File: src/rtl/multibyte_add_seq.sv
// Sequential multi-byte adder controller. Adds two NBYTES-wide unsigned
// operands through one shared external 8-bit adder, one byte per cycle,
// least-significant byte first, chaining the carry in a register.
//
// Handshake: a request is taken on any rising edge where start=1 and the
// controller is in IDLE or DONE; operands and carry_in are sampled on that
// edge. start is ignored (not queued) while busy=1. done is a one-cycle
// pulse during which result/overflow are valid; both then hold until the
// next accepted request.
module multibyte_add_seq #(
    parameter int NBYTES = 4
) (
    input  logic                  clk,
    input  logic                  n_rst,
    input  logic                  start,
    input  logic [8*NBYTES-1:0]   op_a,
    input  logic [8*NBYTES-1:0]   op_b,
    input  logic                  carry_in,
    output logic [7:0]            add_a,
    output logic [7:0]            add_b,
    output logic                  add_cin,
    input  logic [7:0]            add_sum,
    input  logic                  add_cout,
    output logic                  busy,
    output logic                  done,
    output logic [8*NBYTES-1:0]   result,
    output logic                  overflow,
    output logic [1:0]            dbg_state
);

    localparam int W    = 8 * NBYTES;
    localparam int IDXW = $clog2(NBYTES);
    localparam logic [IDXW-1:0] LAST_IDX = IDXW'(NBYTES - 1);

    typedef enum logic [1:0] {
        S_IDLE = 2'd0,
        S_ADD  = 2'd1,
        S_DONE = 2'd2
    } state_t;

    state_t          state_q, state_d;
    logic [IDXW-1:0] idx_q, idx_d;
    logic            carry_q, carry_d;
    logic [W-1:0]    a_q, a_d;
    logic [W-1:0]    b_q, b_d;
    logic [W-1:0]    result_q, result_d;
    logic            ovf_q, ovf_d;

    // State and datapath registers; reset aborts any operation in flight.
    always_ff @(posedge clk) begin
        if (!n_rst) begin
            state_q  <= S_IDLE;
            idx_q    <= '0;
            carry_q  <= 1'b0;
            a_q      <= '0;
            b_q      <= '0;
            result_q <= '0;
            ovf_q    <= 1'b0;
        end else begin
            state_q  <= state_d;
            idx_q    <= idx_d;
            carry_q  <= carry_d;
            a_q      <= a_d;
            b_q      <= b_d;
            result_q <= result_d;
            ovf_q    <= ovf_d;
        end
    end

    // Next-state logic and adder drive; the adder is idle (all zero) outside ADD.
    always_comb begin
        state_d  = state_q;
        idx_d    = idx_q;
        carry_d  = carry_q;
        a_d      = a_q;
        b_d      = b_q;
        result_d = result_q;
        ovf_d    = ovf_q;
        add_a    = 8'd0;
        add_b    = 8'd0;
        add_cin  = 1'b0;

        case (state_q)
            S_ADD: begin
                add_a   = a_q[8*idx_q +: 8];
                add_b   = b_q[8*idx_q +: 8];
                add_cin = carry_q;
                result_d[8*idx_q +: 8] = add_sum;
                carry_d = add_cout;
                if (idx_q == LAST_IDX) begin
                    ovf_d   = add_cout;
                    state_d = S_DONE;
                end else begin
                    idx_d = idx_q + IDXW'(1);
                end
            end
            S_IDLE, S_DONE: begin
                if (start) begin
                    // Result is left stale; only overflow is cleared on accept.
                    a_d     = op_a;
                    b_d     = op_b;
                    carry_d = carry_in;
                    idx_d   = '0;
                    ovf_d   = 1'b0;
                    state_d = S_ADD;
                end else begin
                    state_d = S_IDLE;
                end
            end
            default: begin
                state_d = S_IDLE;
            end
        endcase
    end

    assign busy      = (state_q == S_ADD);
    assign done      = (state_q == S_DONE);
    assign result    = result_q;
    assign overflow  = ovf_q;
    assign dbg_state = state_q;

endmodule
File: config.mk
export PLATFORM = sky130hd
export DESIGN_NAME = multibyte_add_seq
export DESIGN_NICKNAME = d
export VERILOG_FILES = /design/src/rtl/multibyte_add_seq.sv
export SDC_FILE = /design/constraint.sdc
export NUM_CORES = 1
export LEC_CHECK = 0
export ABC_AREA = 0
export BUFFER_PORTS_ARGS = -buffer_cell sky130_fd_sc_hd__buf_2
export CELL_PAD_IN_SITES_DETAIL_PLACEMENT = 0
export CELL_PAD_IN_SITES_GLOBAL_PLACEMENT = 1
export CORE_MARGIN = 2
export CORE_UTILIZATION = 34
export DETAILED_ROUTE_END_ITERATION = 12
export PLACE_DENSITY = 0.76
export SLEW_MARGIN = 20
export SYNTH_ARGS = -nofsm -noshare
export SYNTH_HDL_FRONTEND = slang
export SYNTH_SLANG_ARGS = --single-unit
File: constraint.sdc
create_clock -name clk -period 1.75 [get_ports clk]
set_input_delay 0 -clock clk [delete_from_list [all_inputs] [get_ports clk]]
set_output_delay 0 -clock clk [all_outputs]
set_load 0.005 [all_outputs]
[After elaboration in Yosys (flattened, before gate mapping)]
Cells that the tools add are included.
Operators by class
  $add $sub $neg: 2
  multipliers: 0
  divide/modulo/power cells: 0
  magnitude comparators: 0
  equal/unequal tests: 6
  shift-type cells: 4
  multiplexer cells: 15
  bitwise gates (word level): 0
  reductions and logical operators: 7
Operators by type and width (number)
  $shiftx 32x6->8: 2
  $neg 5->34: 1
  $shift 8x34->32 const A: 1
  $shiftx 8x34->32: 1
  $bwmux 32: 1
  $mux 8: 2
  $pmux 2 s2: 2
  $mux 2: 3
  $reduce_and 3->1: 2
  $mux 1: 5
  $eq 2x2->1 const B: 2
  $ne 2x2->1 const B: 2
  $pmux 1 s2: 2
  $reduce_and 2->1: 2
  $add 2x1->2 const B: 1
  $eq 2x1->1 const B: 1
  $logic_not 2->1: 1
  $ne 2x1->1 const B: 1
  $reduce_bool 2->1: 1
  $reduce_or 2->1: 1
Storage, ports and cells
  flip-flop bits (word level): 102
  bits in latches: 0
  RAM bits: 0
  memory bits (read-only): 0
  output and inout port bits: 54
  word-level logic and storage cells: 41
  memories kept: 0

[Depth between registers and ports, before layout]
Gate-level depths: netlist (run 1).
  depth after elaboration: 4
  gate-level depth with buffers: 7
  gate-level depth less buffers: 5

[Worst setup path after synthesis (run 1)]
OpenSTA, ideal clock, no wires.
  path type: register to register
  from: register idx_q[0]
  to: register result_q[24], in the netlist result[24]
  library setup time: 60 ps
  arrival: 1777 ps
  data required time: 1690 ps
  slack: -87 ps
  stages on the path, launching flop included: 7
  buffers on the path: 1
  period minus slack after synthesis: 1837 ps
  path through: dfxtp_1 buf_6 inv_2 ha_1 nand4bb_4 nor4_4 a22o_1
Between the ends
  cells in the longest elaborated chain, start to end: 3
RTL lines
  from (decl): RTL line 42  | logic [IDXW-1:0] idx_q, idx_d;
  from (signal assigned): RTL line 61  | idx_q <= idx_d;
  $neg 5->34 *: RTL line 88  | result_d[8*idx_q +: 8] = add_sum;
  $shiftx 8x34->32 / $shift 8x34->32 (equally long branches): RTL line 88
  $bwmux 32 *: RTL line 88
  to (signal assigned): RTL line 65  | result_q <= result_d;
  to (decl): RTL line 46  | logic [W-1:0] result_q, result_d;
Mark *: on every way between the ends. The rest lies on a longest branch, timed or not.
A chain may end at the register's enable or synchronous reset.

[Worst setup path in the final report (run 1)]
  from: register idx_q[0]
  to: output add_b[0]
Between the ends
  cells in the longest elaborated chain, start to end: 2
RTL lines
  $shiftx 32x6->8: RTL line 86  | add_b = b_q[8*idx_q +: 8];
  $mux 8: RTL line 83  | case (state_q)
  to (decl): RTL line 20  | output logic [7:0] add_b,
No other way between the ends.

==> run summary, run 1 <==
Dpl hpwl -> 7810 µm
Compound-cell area share of the yosys netlist -> 0.149
Final setup viols -> 0
Cell Area, Synth -> 4250 µm²
Synthesized area per cell -> 9.31 µm²
Die Span X -> 116 µm
Cells after Synth -> 457
Hold Path Depth -> 4
Via total after detailed routing -> 3826
Pin count of the biggest net entering global routing -> 65
CTS Sinks -> 102
Worst Setup Start Kind -> flip-flop
Worst Path Arrival -> 1.70 ns
Synth Area in XOR/XNOR -> 0
Mux share of post-synthesis cell area -> 0.0847
#FFs+latches synth -> 102
Int Pwr -> 4.02 mW
Tot GR Track Use -> 0.167
Commonest cells in the netlist -> 138 x nand2_1, 102 x dfxtp_1, 76 x a21oi_1, 22 x a22o_1, 17 x and2_1
Part of the power in registers -> 0.460
PwrDens -> 877 nW/µm²
Top-area cell type share of the netlist area -> 0.480
Finished Layout Cells -> 828
Row count -> 40
First-pass GRT wire length -> 17800 µm
Hold Violations, Final -> 0
Critical Path Sink Type -> output port
Routability cong. -> 0.798
Mapped Nets -> 540
Max-Cap Viols -> 0
Sw frac -> 0.257
Initial antenna violation count -> 0
I/O pin count -> 131
Most frequent cell after synthesis -> nand2_1
Latest clock arrival within the worst-skew pair -> 0.35 ns
Hold slack -> 0.0736 ns
R2R Path End -> result[16]
Post-synthesis simple-gate area fraction -> 0.217
Initial Util -> 0.351
Crit Path Max Fanout -> 11
ANT cells -> 0
Area leader, netlist -> dfxtp_1
DR vias/cell -> 4.62
Primary FF master, synth -> dfxtp_1
Reg area -> 2050 µm²
Reg2reg path depth -> 6
Part of the cycle the worst path needs -> 0.973
Clock buffer depth -> 2
F_max -> 587 MHz
RSZ-0062 raised after global routing -> true
Worst EP required -> 1.75 ns
Post-synth ARST share -> 0
Setup WS pre-CTS -> 0.0886 ns
Total length of routed wires -> 11300 µm
Post-route setup slack -> 0.0477 ns
Adder-cell share of the synthesized area -> 0.0177
HP Start -> start
Max-slew headroom -> 0.716
Vias in the first global route -> 3735
Grt total ovfl -> 0
Synth warn -> 0
Ranking of synthesized cells by area -> dfxtp_1 48%, nand2_1 12%, a21oi_1 8.9%
Share of layout cells above drive strength 1 -> 0.300
Clock root cell -> clkbuf_16
Final worst clock skew -> 0.00905 ns
Power, Total -> 5.41 mW
Final Critical Period -> 1.70 ns
Iter 0 DRT Violations -> 167
Placed cell count -> 736
FILL cells -> 1202
R2R Path Start -> idx_q[1]
Synth cell types -> 37
Clock network power share -> 0.396
Setup CP Type -> flip-flop to output port
Die area -> 13400 µm²
Slew Viols, Final -> 0
Worst Hold End -> overflow
Largest family of logic cells by synthesized area -> simple AND/OR/NAND/NOR gates
Core Util, Final -> 0.509
Multi-input gate area -> 2010 µm²
DR WL/cell -> 13.6 µm
Leak pwr -> 2.67 nW
TritonRoute pass-1 iters -> 4
Synth-to-Final Area Change -> 45.0%
Final nets -> 738
Worst-Margin Slew -> 0.423 ns
EDFF count, synth -> 0
Register area share after synthesis -> 0.480
Core Box Area -> 12100 µm²
Switching pwr -> 1.39 mW
Status -> finished, final reports clean
HP Class -> input port to flip-flop
# DRC -> 0
Comb power frac -> 0.144
Final ANT Viol Nets -> 0
Worst-path clk slew -> 0.07 ns
R2R Setup Slk -> 0.11 ns
CTS Buf Count -> 9
TritonCTS clock tree -> yes
Die Y-Extent -> 116 µm
Peak VDD IR -> 0.564 mV
H-tree depth -> 3
IO buf count -> 130
-- layout make-up --
| type | count | share of cell area |
|---|---|---|
| clock buffer | 10 | 0.0388 |
| timing repair buffer | 219 | 0.251 |
| tap | 168 | 0.0341 |
| multi-input combinational | 316 | 0.326 |
| inverter | 7 | 0.00426 |
| clock inverter | 6 | 0.0136 |
| sequential | 102 | 0.332 |
-- worst max-delay path by stage --
stage | from | to | slack, ns | cells after the start
after global routing | idx_q[0] | add_b[2] | -0.004 | 4
after floorplan | idx_q[1] | result[24] | 0.003 | 6
final | idx_q[0] | add_b[0] | 0.05 | 4
after global placement | idx_q[1] | result[16] | 0.15 | 5
after CTS | dbg_state[1] | add_cin | 0.006 | 5
after detailed placement | idx_q[1] | result[16] | 0.09 | 5
-- kinds of logic (layout without fill, tap and decap cells) --
logic type	after synthesis	in the layout
adders and majority gates	6	6
muxes	16	16
and+or+nand+nor	188	188
AOI/OAI and AO/OA	106	106
DFF	102	102
buffers and inverters	39	242
-- cell usage in the layout, fill, tap and decap left out, drive strengths merged, types with 3 or more instances in the layout --
cell type | synthesis | final
dlygate4sd3 | 0 | 75
nor3 | 4 | 4
mux4 | 16 | 16
a22o | 22 | 22
dfxtp | 102 | 102
a21oi | 79 | 79
inv | 7 | 11
ha | 6 | 6
and2 | 17 | 17
nand2 | 138 | 138
clkbuf | 9 | 10
nand2b | 3 | 3
nand3 | 9 | 9
buf | 23 | 144
nor4 | 3 | 3
-- critical path, stage by stage (launching register included) --
cell,delay (ns)
dfxtp_4,0.38
buf_8,0.17
mux4_2,0.50
and2_1,0.19
buf_2,0.13
-- layer usage --
layer,vias to the layer above,part of all wire,global-route usage
met3,13,0.048,0.0319
met5,-,0,0
met2,102,0.46,0.276
met1,1749,0.47,0.222
li1,1962,-,-
met4,0,0.013,0.0508
-- state kept, by name (all words and copies together), names as in the netlist --
register,count
a_q,32
b_q,32
carry_q,1
dbg_state,2
idx_q,2
overflow,1
result,32
-- through the flow --
stage | TNS [ns] | instance area (µm²)
after floorplan | 0 | 4260
after global placement | 0 | 5040
after detailed placement | 0 | 5040
after CTS | 0 | 6140
after global routing | -0.00789 | 6170
final | 0 | 6170
-- power by group through the flow --
stage          logic [mW]  registers, mW  clock network [mW]
2_1_floorplan       0.428           2.52                   0
3_3_place_gp        0.628           2.53                   0
3_5_place_dp        0.640           2.54                   0
4_1_cts             0.776           2.49                2.19
5_1_grt             0.860           2.50                2.28
6_report            0.777           2.49                2.14
-- what timing repair did --
action,in CTS,in global routing
hold buffers,75,0
buffers inserted,0,1
pin swaps,0,2
endpoints found under the setup margin,17,25
gates resized for setup,5,7
hold endpoints to repair,99,0
Power figures use the tool's default switching activity.
==> run 2, diff against run 1 <==
--- a/config.mk
+++ b/config.mk
@@ -13,6 +13,7 @@
 export CORE_UTILIZATION = 34
 export DETAILED_ROUTE_END_ITERATION = 12
 export PLACE_DENSITY = 0.76
+export RECOVER_POWER = 50
 export SLEW_MARGIN = 20
 export SYNTH_ARGS = -nofsm -noshare
 export SYNTH_HDL_FRONTEND = slang
==> run 2 against run 1 <==
Critical path depth unchanged. Die area unchanged. Largest power group unchanged. Clock skew up 0.00080 ns. Global-route usage unchanged. Power about the same. Largest cell class unchanged. Sequential power about the same.
==> run summary, run 2 (same netlist as run 1, synthesis figures left out) <==
Via total after detailed routing -> 3820 (-0.16%)
TritonCTS clock tree -> yes
Die Span X -> 116 µm (unchanged)
Final setup viols -> 0 (unchanged)
Clock buffer depth -> 2 (unchanged)
Initial Util -> 0.351 (unchanged)
Setup WS pre-CTS -> 0.0886 ns (unchanged)
Pin count of the biggest net entering global routing -> 65 (unchanged)
WL met3 -> 559 µm (+2.2%)
F_max -> 586 MHz (-0.23%)
Crit Path Max Fanout -> 11 (unchanged)
PwrDens -> 879 nW/µm² (+0.26%)
Iter 0 DRT Violations -> 176 (+5.4%)
Most frequent cells in the layout -> 138 x nand2_1, 123 x buf_2, 99 x dfxtp_1
Part of the cycle the worst path needs -> 0.975 (+0.00219)
Met2 WL -> 5240 µm (about the same)
Setup Total Neg Slack -> 0 ns (unchanged)
Crit path cell chain -> buf_8 -> mux4_2 -> and2_1 -> buf_2
Peak VDD IR -> 0.565 mV (+0.20%)
Slew Viols, Final -> 0 (unchanged)
Die area -> 13400 µm² (unchanged)
ANT cells -> 0 (unchanged)
CP max-delay cell -> mux4_2
Initial antenna violation count -> 0 (unchanged)
Finished Layout Cells -> 828 (unchanged)
Placed cell count -> 736 (unchanged)
# DRC -> 0 (unchanged)
Latest clock arrival within the worst-skew pair -> 0.35 ns (about the same)
FILL cells -> 1208 (+0.50%)
Vias in the first global route -> 3735 (unchanged)
Critical path's top delay family -> multiplexers
Status -> finished, final reports clean
Synth-to-Final Area Change -> 44.5%
Total length of routed wires -> 11300 µm (about the same)
Reg area -> 2050 µm² (unchanged)
Top Metal Used -> met4
Leak pwr -> 2.63 nW (-1.5%)
Worst-Margin Slew -> 0.521 ns (+0.0986 ns)
Multi-input gate area -> 2000 µm² (-0.25%)
I/O pin count -> 131 (unchanged)
IO buf count -> 130 (unchanged)
Worst-path clk slew -> 0.07 ns (about the same)
CTS Buf Count -> 9 (unchanged)
Final Critical Period -> 1.71 ns (+0.00384 ns)
Final ANT Viol Nets -> 0 (unchanged)
Post-route setup slack -> 0.0438 ns (-0.00384 ns)
Max-slew headroom -> 0.652 (-0.0644)
Die Y-Extent -> 116 µm (unchanged)
Worst Path Arrival -> 1.71 ns (about the same)
HP Class -> input port to flip-flop
Tot GR Track Use -> 0.167 (unchanged)
Routability cong. -> 0.798 (unchanged)
DR WL/cell -> 13.6 µm (about the same)
Clock root cell -> clkbuf_16
Worst Setup Start Kind -> flip-flop
Grt total ovfl -> 0 (unchanged)
Final worst clock skew -> 0.00985 ns (+0.000802 ns)
Hold slack -> 0.0708 ns (-0.00281 ns)
DRT met1 WL -> 5370 µm (+0.54%)
RSZ-0062 raised after global routing -> true
Dpl hpwl -> 7810 µm (unchanged)
Final nets -> 738 (unchanged)
Critical path's largest stage delay -> 0.50 ns (about the same)
Share of layout cells above drive strength 1 -> 0.286 (-0.0136)
CP bufs+invs -> 2 (unchanged)
TritonRoute pass-1 iters -> 5 (+1)
Most common cell after layout, fill and taps aside -> nand2_1
First-pass GRT wire length -> 17800 µm (unchanged)
DR vias/cell -> 4.61 (-0.16%)
Hold Violations, Final -> 0 (unchanged)
H-tree depth -> 3 (unchanged)
Worst EP required -> 1.75 ns (about the same)
Critical Path Sink Type -> output port
Setup CP Type -> flip-flop to output port
Core Box Area -> 12100 µm² (unchanged)
Row count -> 40 (unchanged)
Max-Cap Viols -> 0 (unchanged)
CTS Sinks -> 102 (unchanged)
run 2: changes by cell type in the layout (fill, tap and decap cells not counted):
cell / delta
nor3b_1: +1
nor3b_2: -1
buf_2: -6
buf_4: -2
clkbuf_1: +8
run 2: where the power goes:
part / leakage [nW] / total, mW / switching (mW) / internal, mW
Combinational: 1.63 / 0.773 / 0.380 / 0.393
Sequential: 0.834 / 2.49 / 0.0576 / 2.43
Clock: 0.161 / 2.14 / 0.951 / 1.19
run 2: worst register-to-register path, stage by stage (launching register included):
cell and delay (ns):
dfxtp_1 0.35, inv_1 0.09, ha_2 0.46, nand3b_4 0.11, nor4_4 0.26, buf_4 0.19
a22o_1 0.13
run 2: worst paths after layout:
| path | from | end | slack, ns | cells past startpoint |
|---|---|---|---|---|
| max | idx_q[0] | add_b[0] | 0.04 | 4 |
| max reg2reg | idx_q[1] | result[16] | 0.11 | 6 |
| min | start | overflow | 0.07 | 4 |
| min reg2reg | a_q[21] | a_q[21] | 0.45 | 2 |
run 2: metal layers:
| layer | GRT usage | vias up |
|---|---|---|
| met5 | 0 | - |
| met4 | 0.0508 | 0 |
| met3 | 0.0319 | 9 |
| met2 | 0.276 | 102 |
| met1 | 0.222 | 1748 |
| li1 | - | 1961 |
run 2: stage by stage:
stage | power, mW | cell area [µm²] | utilization
6_report | 5.40 | 6150 | 0.507
5_1_grt | 5.64 | 6150 | 0.507
4_1_cts | 5.45 | 6140 | 0.507
3_5_place_dp | 3.18 | 5040 | 0.417
3_3_place_gp | 3.16 | 5040 | 0.417
2_1_floorplan | 2.95 | 4260 | -
run 2: layout make-up:
type                    instances  area share
multi-input cells             316       0.326
clock buffers                  10      0.0389
inverters                       7     0.00428
repair buffers                219       0.250
well taps                     168      0.0342
flip-flops and latches        102       0.333
clock inverters                 6      0.0136
run 2: timing repair:
action | CTS | global route
hold buffers | 75 | 0
hold endpoints to repair | 99 | 0
buffers inserted | 0 | 1
pin swaps | 0 | 2
setup endpoints to repair | 17 | 25
gates resized for setup | 5 | 7
==> run 3, diff against run 2 <==
==> constraint.sdc (replaced) <==
create_clock -name clk -period 1.75 [get_ports clk]
set_input_delay 0.0875 -clock clk [delete_from_list [all_inputs] [get_ports clk]]
set_output_delay 0.0875 -clock clk [all_outputs]
set_load 0.005 [all_outputs]
==> run 3 against run 2 <==
Core utilization shrank 0.74 points. The flow now finishes with violations (setup timing). Via count grew 0.34%. Routed wire length shrank 2.2%. Hold slack lost 0.066 ns. Fmax shrank 3.2%. Sequential share of layout area grew 0.50 points. Combinational power is essentially flat. Critical path depth is the same. Critical path type unchanged. Power shrank 3.1%.
==> run summary, run 3 (same netlist as run 1, synthesis figures left out) <==
# DRC -> 0 (unchanged)
Core Util, Final -> 0.500 (-0.00744)
Met2 WL -> 5310 µm (+1.3%)
Routability cong. -> 0.780 (-2.3%)
Switching pwr -> 1.36 mW (-1.8%)
I/O pin count -> 131 (unchanged)
TritonRoute pass-1 iters -> 4 (-1)
DR vias/cell -> 4.74 (+2.7%)
Worst-path clk slew -> 0.07 ns (about the same)
Most frequent cells in the layout -> 138 x nand2_1, 106 x buf_2, 99 x dfxtp_1
H-tree depth -> 3 (unchanged)
Pin count of the biggest net entering global routing -> 67 (+3.1%)
First-pass GRT wire length -> 17300 µm (-2.9%)
Final nets -> 719 (-2.6%)
Peak VDD IR -> 0.493 mV (-13%)
Synth-to-Final Area Change -> 42.4%
Top Metal Used -> met4
PwrDens -> 865 nW/µm² (-1.6%)
Core Box Area -> 12100 µm² (unchanged)
Failing checks -> setup timing
Final setup viols -> 2 (+2)
Worst Path Arrival -> 1.67 ns (-0.04 ns)
Crit Path Max Fanout -> 9 (-2)
WL met3 -> 629 µm (+13%)
Leak pwr -> 2.56 nW (-2.5%)
Worst EP required -> 1.66 ns (-0.09 ns)
Die Y-Extent -> 116 µm (unchanged)
DRT met1 WL -> 5000 µm (-6.9%)
Initial antenna violation count -> 0 (unchanged)
CTS Sinks -> 102 (unchanged)
Clock buffer depth -> 2 (unchanged)
Grt total ovfl -> 0 (unchanged)
Row count -> 40 (unchanged)
Clock network power share -> 0.377 (-0.020)
Setup Total Neg Slack -> -0.0137 ns (-0.0137 ns)
Die Span X -> 116 µm (unchanged)
Latest clock arrival within the worst-skew pair -> 0.34 ns (about the same)
Final ANT Viol Nets -> 0 (unchanged)
DR WL/cell -> 13.6 µm (+0.11%)
Comb power frac -> 0.148 (+0.005)
Tot GR Track Use -> 0.162 (-0.00510)
Share of layout cells above drive strength 1 -> 0.318 (+0.0319)
Max-slew headroom -> 0.681 (+0.0290)
Critical Path Sink Type -> output port
Worst Setup Start Kind -> flip-flop
Int Pwr -> 3.87 mW (-3.5%)
Max-Cap Viols -> 0 (unchanged)
IO buf count -> 130 (unchanged)
RSZ-0062 raised after global routing -> true
Slew Viols, Final -> 0 (unchanged)
Part of the power in registers -> 0.475 (+0.015)
Most common cell after layout, fill and taps aside -> nand2_1
F_max -> 568 MHz (-3.2%)
Sw frac -> 0.261 (+0.00343)
Part of the cycle the worst path needs -> 1.01 (+0.0319)
Clock root cell -> clkbuf_16
Vias in the first global route -> 3584 (-4.0%)
Post-route setup slack -> -0.0120 ns (-0.0558 ns)
Finished Layout Cells -> 809 (-2.3%)
TritonCTS clock tree -> yes
Final worst clock skew -> 0.00576 ns (-0.00409 ns)
Dpl hpwl -> 7670 µm (-1.7%)
Worst-Margin Slew -> 0.479 ns (-0.0424 ns)
Placed cell count -> 737 (+0.14%)
Power, Total -> 5.24 mW (-3.1%)
Hold slack -> 0.00492 ns (-0.0659 ns)
Initial Util -> 0.351 (unchanged)
Status -> complete, but fails checks
Setup CP Type -> flip-flop to output port
Via total after detailed routing -> 3833 (+0.34%)
Total length of routed wires -> 11000 µm (-2.2%)
Iter 0 DRT Violations -> 181 (+2.8%)
Final Critical Period -> 1.76 ns (+0.0558 ns)
HP Class -> input port to flip-flop
CTS Buf Count -> 9 (unchanged)
ANT cells -> 0 (unchanged)
Die area -> 13400 µm² (unchanged)
Hold Violations, Final -> 0 (unchanged)
## run 3: final cells by class
cell class,instances,area [µm²]
Clock buffer,10,239
Clock inverter,6,61.3
Fill cell,1214,6060
Inverter,7,31.3
Multi-Input combinational cell,316,2030
Sequential cell,102,2050
Tap cell,168,210
Timing Repair Buffer,200,1430
## run 3: final timing paths
kind	end	cells after the start	from	slack, ns
max	add_b[7]	4	idx_q[0]	-0.01
min	a_q[23]	3	op_a[23]	0.005
max reg2reg	a_q[2]	5	dbg_state[0]	0.10
min reg2reg	a_q[25]	2	a_q[25]	0.45
## run 3: worst max-delay path, stage by stage (launching register included)
cell     delay [ns]
dfxtp_4        0.40
buf_12         0.15
mux4_2         0.50
and2_4         0.18
buf_6          0.11
## run 3: timing repair
action | CTS | global route
pin swaps | 7 | 7
buffers inserted | 1 | 4
setup endpoints to repair | 17 | 27
hold buffers | 48 | 2
endpoints found under the hold margin | 48 | 2
gates resized for setup | 23 | 16
gates cloned | 0 | 1
## run 3: per-layer routing
layer / vias to the layer above / global-route usage
met3: 8 / 0.0387
met2: 117 / 0.269
met4: 0 / 0.0444
met5: - / 0
li1: 1925 / -
met1: 1783 / 0.211
## run 3: power by group through the flow
stage / registers, mW / logic [mW] / clock network [mW]
detailed placement: 2.54 / 0.642 / 0
floorplan: 2.52 / 0.428 / 0
finish: 2.49 / 0.776 / 1.97
global route: 2.50 / 0.862 / 2.14
global placement: 2.53 / 0.633 / 0
CTS: 2.49 / 0.752 / 2.04
## run 3: per-stage QoR
step | cell area [µm²] | setup WS (ns)
floorplan | 4260 | 0.00261
global placement | 5060 | 0.195
detailed placement | 5060 | 0.0986
CTS | 5940 | -0.0355
global route | 6060 | -0.0653
finish | 6060 | -0.0120
